$ cat src/rtl/muldiv_unit.sv
// Iterative RV32M multiply/divide: shift-add multiply, restoring divide on magnitudes, sign fixed at the end.
// Latency DATA_WIDTH+1 cycles after accept (1 for divide-by-zero/overflow); stalls upstream while busy.
module muldiv_unit #(
  parameter int DATA_WIDTH = 32
) (
  input  logic                  clk,
  input  logic                  rst_n,
  input  logic                  valid_in,
  input  logic [2:0]            op_in,
  input  logic [DATA_WIDTH-1:0] opr_a,
  input  logic [DATA_WIDTH-1:0] opr_b,
  input  logic                  flush_in,
  output logic                  ready_out,
  output logic                  stall_out,
  output logic                  result_valid_out,
  output logic [DATA_WIDTH-1:0] result_out
);
  localparam int W  = DATA_WIDTH;
  localparam int CW = $clog2(W) + 1;

  typedef enum logic [1:0] {IDLE, CALC, DONE} state_t;

  state_t          state_q, state_d;
  logic [CW-1:0]   cnt_q;
  logic [2:0]      op_q;
  logic            a_neg_q, b_neg_q;
  logic [W-1:0]    opd_q, hi_q, lo_q;

  logic            accept, a_signed, b_signed, a_neg, b_neg;
  logic [W-1:0]    a_mag, b_mag;
  logic            div_zero, div_ovf, shortcut;
  logic [W-1:0]    short_res;
  logic [W:0]      mul_sum, div_r;
  logic            div_ge, last_iter;
  logic [W-1:0]    hi_n, lo_n, quo, rem, final_res;
  logic [2*W-1:0]  prod, prod_s;

  // operand decode and magnitudes, evaluated at acceptance
  always_comb begin
    accept    = (state_q == IDLE) && valid_in && !flush_in;
    a_signed  = (op_in == 3'd1) || (op_in == 3'd2) || (op_in == 3'd4) || (op_in == 3'd6);
    b_signed  = (op_in == 3'd1) || (op_in == 3'd4) || (op_in == 3'd6);
    a_neg     = a_signed && opr_a[W-1];
    b_neg     = b_signed && opr_b[W-1];
    a_mag     = a_neg ? (~opr_a + 1'b1) : opr_a;
    b_mag     = b_neg ? (~opr_b + 1'b1) : opr_b;
    div_zero  = op_in[2] && (opr_b == '0);
    div_ovf   = op_in[2] && !op_in[0] && (opr_a == {1'b1, {(W-1){1'b0}}}) && (opr_b == '1);
    shortcut  = div_zero || div_ovf;
    if (div_zero) short_res = op_in[1] ? opr_a : '1;
    else          short_res = op_in[1] ? '0 : opr_a;
  end

  // one iteration per CALC cycle; hi/lo hold product halves or remainder/quotient
  always_comb begin
    mul_sum   = {1'b0, hi_q} + (lo_q[0] ? {1'b0, opd_q} : '0);
    div_r     = {hi_q, lo_q[W-1]};
    div_ge    = div_r >= {1'b0, opd_q};
    if (op_q[2]) begin
      hi_n = div_ge ? (div_r[W-1:0] - opd_q) : div_r[W-1:0];
      lo_n = {lo_q[W-2:0], div_ge};
    end else begin
      hi_n = mul_sum[W:1];
      lo_n = {mul_sum[0], lo_q[W-1:1]};
    end
    prod      = {hi_n, lo_n};
    prod_s    = (a_neg_q ^ b_neg_q) ? (~prod + 1'b1) : prod;
    quo       = (a_neg_q ^ b_neg_q) ? (~lo_n + 1'b1) : lo_n;
    rem       = a_neg_q ? (~hi_n + 1'b1) : hi_n;
    case (op_q)
      3'd0:                final_res = prod_s[W-1:0];
      3'd1, 3'd2, 3'd3:    final_res = prod_s[2*W-1:W];
      3'd4, 3'd5:          final_res = quo;
      default:             final_res = rem;
    endcase
    last_iter = (cnt_q == CW'(W - 1));
  end

  always_comb begin
    state_d = state_q;
    case (state_q)
      IDLE:    if (accept) state_d = shortcut ? DONE : CALC;
      CALC:    if (flush_in) state_d = IDLE;
               else if (last_iter) state_d = DONE;
      DONE:    state_d = IDLE;
      default: state_d = IDLE;
    endcase
    ready_out        = (state_q == IDLE);
    stall_out        = accept || (state_q == CALC);
    result_valid_out = (state_q == DONE) && !flush_in;
  end

  always_ff @(posedge clk or negedge rst_n) begin
    if (!rst_n) state_q <= IDLE;
    else        state_q <= state_d;
  end

  always_ff @(posedge clk or negedge rst_n) begin
    if (!rst_n) begin
      cnt_q      <= '0;
      op_q       <= '0;
      a_neg_q    <= 1'b0;
      b_neg_q    <= 1'b0;
      opd_q      <= '0;
      hi_q       <= '0;
      lo_q       <= '0;
      result_out <= '0;
    end else if (accept) begin
      cnt_q   <= '0;
      op_q    <= op_in;
      a_neg_q <= a_neg;
      b_neg_q <= b_neg;
      opd_q   <= op_in[2] ? b_mag : a_mag;
      hi_q    <= '0;
      lo_q    <= op_in[2] ? a_mag : b_mag;
      if (shortcut) result_out <= short_res;
    end else if ((state_q == CALC) && !flush_in) begin
      cnt_q <= cnt_q + 1'b1;
      hi_q  <= hi_n;
      lo_q  <= lo_n;
      if (last_iter) result_out <= final_res;
    end
  end
endmodule

$ cat config.mk
export PLATFORM = sky130hd
export DESIGN_NAME = muldiv_unit
export DESIGN_NICKNAME = d
export VERILOG_FILES = /design/src/rtl/muldiv_unit.sv
export SDC_FILE = /design/constraint.sdc
export NUM_CORES = 1
export LEC_CHECK = 0
export CORE_ASPECT_RATIO = 0.8
export CORE_MARGIN = 4
export CORE_UTILIZATION = 62
export CTS_CLUSTER_SIZE = 28
export DETAILED_ROUTE_END_ITERATION = 7
export HOLD_SLACK_MARGIN = 0.12
export PLACE_DENSITY = 0.8
export SLEW_MARGIN = 25
export SYNTH_ARGS = -nofsm -noshare
export SYNTH_HDL_FRONTEND = slang
export SYNTH_SLANG_ARGS = --single-unit
export TNS_END_PERCENT = 5
$ cat constraint.sdc
create_clock -name clk -period 6.3 [get_ports clk]
set_input_delay 0.945 -clock clk [delete_from_list [all_inputs] [get_ports clk]]
set_output_delay 0.945 -clock clk [all_outputs]
set_load 0.05 [all_outputs]
==> PnR_summary.wiki <==
{| class="wikitable"
! Metric !! Value
|-
| Status || finished with violations
|-
| Failing checks || DRC
|-
| Global route overflow || 0
|-
| Kind of path behind the tightest hold check || register to register
|-
| Fraction of post-synthesis cell area in the top cell type by area || between 20% and 30%
|-
| Nature of the critical path startpoint || register
|-
| Remaining number of nets flagged by the antenna check after routing || 0
|-
| Post-synthesis cell type with the largest combined area || dfrtp_1
|-
| Relative contribution of combinational cells to total power || a little under three quarters
|-
| Longest Clk Path Bufs || 2
|-
| Number of instances in the synthesized netlist || around 2200
|-
| # Max-Cap Violations || 0
|-
| Post-Synth Adder-Cell Area || ~5.6%
|-
| Critical Setup Path Class || register to register
|-
| Die Width || between 150 and 200 um
|-
| Per-instance average area after synthesis || 7.33 um^2
|-
| Worst path bufs/invs || 2
|-
| Library cells used by synthesis || ~100
|-
| Number of global-route vias before repair || roughly 17000
|-
| Worst IR Drop VDD || between 0.0003 and 0.0004 V
|-
| Leakage power || ~7.3 nW
|-
| Number of buffers inserted during clock tree synthesis || 17
|-
| Number of nets produced by synthesis || 2355
|-
| Die height || approximately 150 um
|-
| Cell Area, Synth || around 16000 um^2
|-
| Largest net degree at the start of global routing || 94
|-
| Layout cell share with drive strength beyond 1 || under 10%
|-
| Area taken by flip-flops and latches || ~3500 um^2
|-
| Core Region || ~26000 um^2
|-
| Post-route DRC || 2
|-
| Final core utilization || between 70 and 80%
|-
| Clock Root Buffer || clkbuf_16
|-
| Placement Rows || 52
|-
| Ports placed on the boundary || 106
|-
| Flop pwr share || around 17%
|-
| Synthesis warning total || 0
|-
| Routed via count divided by cell count || between 7 and 8
|-
| Area occupied by multi-input gates || 11900 um^2
|-
| List of cells traversed by the critical path || ha_1 > nand4_1 > nor4_1 > a31o_1 > a211o_1 > buf_4 > nor3_1 > a311oi_2 > ha_1 > o21a_1 > o211ai_4 > nand4b_1 > nor4_1 > buf_4 > nand4_1 > o41ai_2 > xor2_1 > a221oi_1 > o21ai_1
|-
| Register bit total from synthesis || between 100 and 150
|-
| Sequential cell area fraction in the yosys report || a little over a fifth
|-
| Filler cell count in the final layout || 2124
|-
| Number of enable flip-flop cells after synthesis || 0
|-
| Wire length of the first global-routing pass || approximately 100 mm
|-
| HPWL after detailed placement || a little over 50 mm
|-
| Share of synthesized flip-flops with an asynchronous set or reset || 100%
|-
| Sum of negative setup slack || 0 ns
|-
| Sw Pwr || approximately 4.8 mW
|-
| Number of buffers inserted to repair setup after CTS || 0
|-
| Sw Ratio || between 50% and 60%
|-
| Cell family contributing the most delay on the critical path || simple AND/OR/NAND/NOR gates
|-
| Data required time at the worst endpoint || 6.63 ns
|-
| Total Routed Length || between 60 and 70 mm
|-
| Fin Clk Skew || between 0.01 and 0.015 ns
|-
| Worst Path Arrival || roughly 6.3 ns
|-
| Dominant combinational cell family by area after synthesis || compound AO/OA/AOI/OAI gates
|-
| Crit path capture type || register
|-
| Ant diodes || 0
|-
| Primary FF master, synth || dfrtp_1
|-
| Clock Latency Late Sink || 0.45 ns
|-
| Buffers added on ports || about 110
|-
| Most area-consuming cells after synthesis || dfrtp_1 (22%), o21ai_0 (6.5%), nand2_1 (6.4%), a21oi_1 (5.8%), ha_1 (5.4%)
|-
| RSZ-0062 raised after global routing || false
|-
| Tcrit/Tclk final || roughly 95%
|-
| Simple-gate area share of the yosys netlist || approximately a quarter
|-
| Clock tree from TritonCTS || yes
|-
| Total internal power || 3.80 mW
|-
| All-layer global routing usage || roughly 44%
|-
| Max Fanout on Critical Path || 11
|-
| Number of H-tree levels || 4
|-
| Area of the die || 28800 um^2
|-
| Multiplexer share of the synthesized area || approximately 3.2%
|-
| Post-Synth XOR/XNOR Area || between 7 and 8%
|-
| DRT iter0 DRCs || between 2000 and 3000
|-
| Shortest period the worst path allows || 5.96 ns
|-
| Slowest Stage Delay on Critical Path || 0.62 ns
|-
| Final Total Pwr || 8.57 mW
|-
| Layout area overhead || 11.7%
|-
| Remaining max-slew budget at the tightest pin || 23.5%
|-
| Weighted congestion at the end of routability-driven global placement || approximately 1.1
|-
| Part of the total power dissipated in the clock network || 11.6%
|-
| Number of nets in the final layout || 2390
|-
| Top cells by count, synth || nand2_1 (278), o21ai_0 (211), nor2_1 (191), a21oi_1 (188), dfrtp_1 (141)
|-
| Number of hold violations in the final report || 0
|-
| Transition time at the pin with the least slew margin || between 1 and 1.5 ns
|-
| Final-report max-slew violation count || 0
|-
| Initial standard-cell utilization of the core || 63.6%
|-
| Count leader, synth || nand2_1
|-
| WL per Instance || ~26 um
|-
| Final number of setup-violating endpoints || 0
|-
| Register clock-pin slew on the reported worst setup and hold paths || approximately 0.070 ns
|-
| Clock Sinks || between 100 and 150
|-
| Initial antenna violation count || 0
|-
| Power per cell area || 473 nW/um^2
|-
| CP max stage cell || nor4_1
|-
| Via count || 18900
|-
| Detailed-router iteration count before antenna repair || 8
|-
| Fmax achieved || approximately 0.17 GHz
|-
| Fraction of the mapped netlist area in compound gates || 32.1%
|}
worst paths after layout:
path	to	cells past startpoint	startpoint	slack, ns
worst max-delay path	result_out[30]$_DFFE_PN0P_	19	hi_q[14]$_DFFE_PN0P_	0.34
worst min-delay path	result_out[4]$_DFFE_PN0P_	2	result_out[4]$_DFFE_PN0P_	0.48
worst max register to register	result_out[30]$_DFFE_PN0P_	19	hi_q[14]$_DFFE_PN0P_	0.34
worst min register to register	result_out[4]$_DFFE_PN0P_	2	result_out[4]$_DFFE_PN0P_	0.48
max in group asynchronous	lo_q[23]$_DFFE_PN0P_	2	rst_n	4.37
min in group asynchronous	opd_q[26]$_DFFE_PN0P_	1	rst_n	0.61
routing by layer:
metal	GRT usage [%]	vias to the layer above	share of wire [%]
met5	0	-	0
met3	14.5	244	15
met2	61.3	1564	40
li1	-	8330	-
met1	63.0	8761	39
met4	20.2	0	5.5
worst register-to-register path, delay by kind of cell, from the launching register on:
kind            cells  cell delay [ns]
flops               1             0.44
simple gates        6             2.16
buf+inv             2             0.45
fa+ha+maj           2             0.76
xor+xnor            1             0.13
compound gates      8             1.91
registers in the layout, indices dropped and copies added (netlist names):
register,flops
a_neg_q,1
b_neg_q,1
cnt_q,6
hi_q,32
lo_q,32
op_q,3
opd_q,32
result_out,32
state_q,2
logic make-up (layout without fill, tap and decap cells):
family          count (synthesis)  in the layout
mux                            51             51
compound gates                781            781
fa+ha+maj                      72             72
xor+xnor                      146            146
buf+inv                       202            248
simple gates                  819            819
flops                         141            141
power by group through the flow:
| stage | clock, mW | combinational, mW | sequential, mW |
|---|---|---|---|
| after global routing | 1.03 | 6.50 | 1.46 |
| after floorplan | 0 | 4.11 | 1.34 |
| after CTS | 0.991 | 5.86 | 1.41 |
| after global placement | 0 | 5.75 | 1.40 |
| after detailed placement | 0 | 5.82 | 1.42 |
| final | 0.996 | 6.14 | 1.43 |
cell usage in the layout, fill, tap and decap left out, drive strengths merged, types with 42 or more instances in the layout:
master / n
ha: 70
clkdlybuf4s50: 103
buf: 59
nor2: 193
and2: 50
mux2i: 46
nand2: 280
dfrtp: 141
a21oi: 192
o221ai: 48
xor2: 77
nand4: 43
xnor2: 69
nor3: 65
nand3: 42
inv: 59
o21ai: 218
per-stage QoR:
stage                     instance area (um^2)  hold slack (ns)  std cells  worst slack (ns)
after global placement                   17600            0.470       2579             0.631
after CTS                                18100            0.484       2609             0.435
after floorplan                          16200            0.463       2212             0.563
after detailed placement                 17600            0.471       2579             0.496
final                                    18100            0.483       2609             0.342
after global routing                     18100            0.527       2609            0.0390
final cells by class:
class | count | area share (%)
multi-input combinational | 1869 | 65.7
sequential | 141 | 19.5
timing repair buffer | 162 | 8.16
tap | 351 | 2.43
inverter | 56 | 1.16
clock inverter | 13 | 0.657
clock buffer | 17 | 2.35
repair_timing:
action / 4_1_cts / 5_1_grt
hold buffers: 0 / 0
endpoints found under the setup margin: 0 / 1
gates resized for setup: 0 / 1
(Power assumes the default switching activity.)
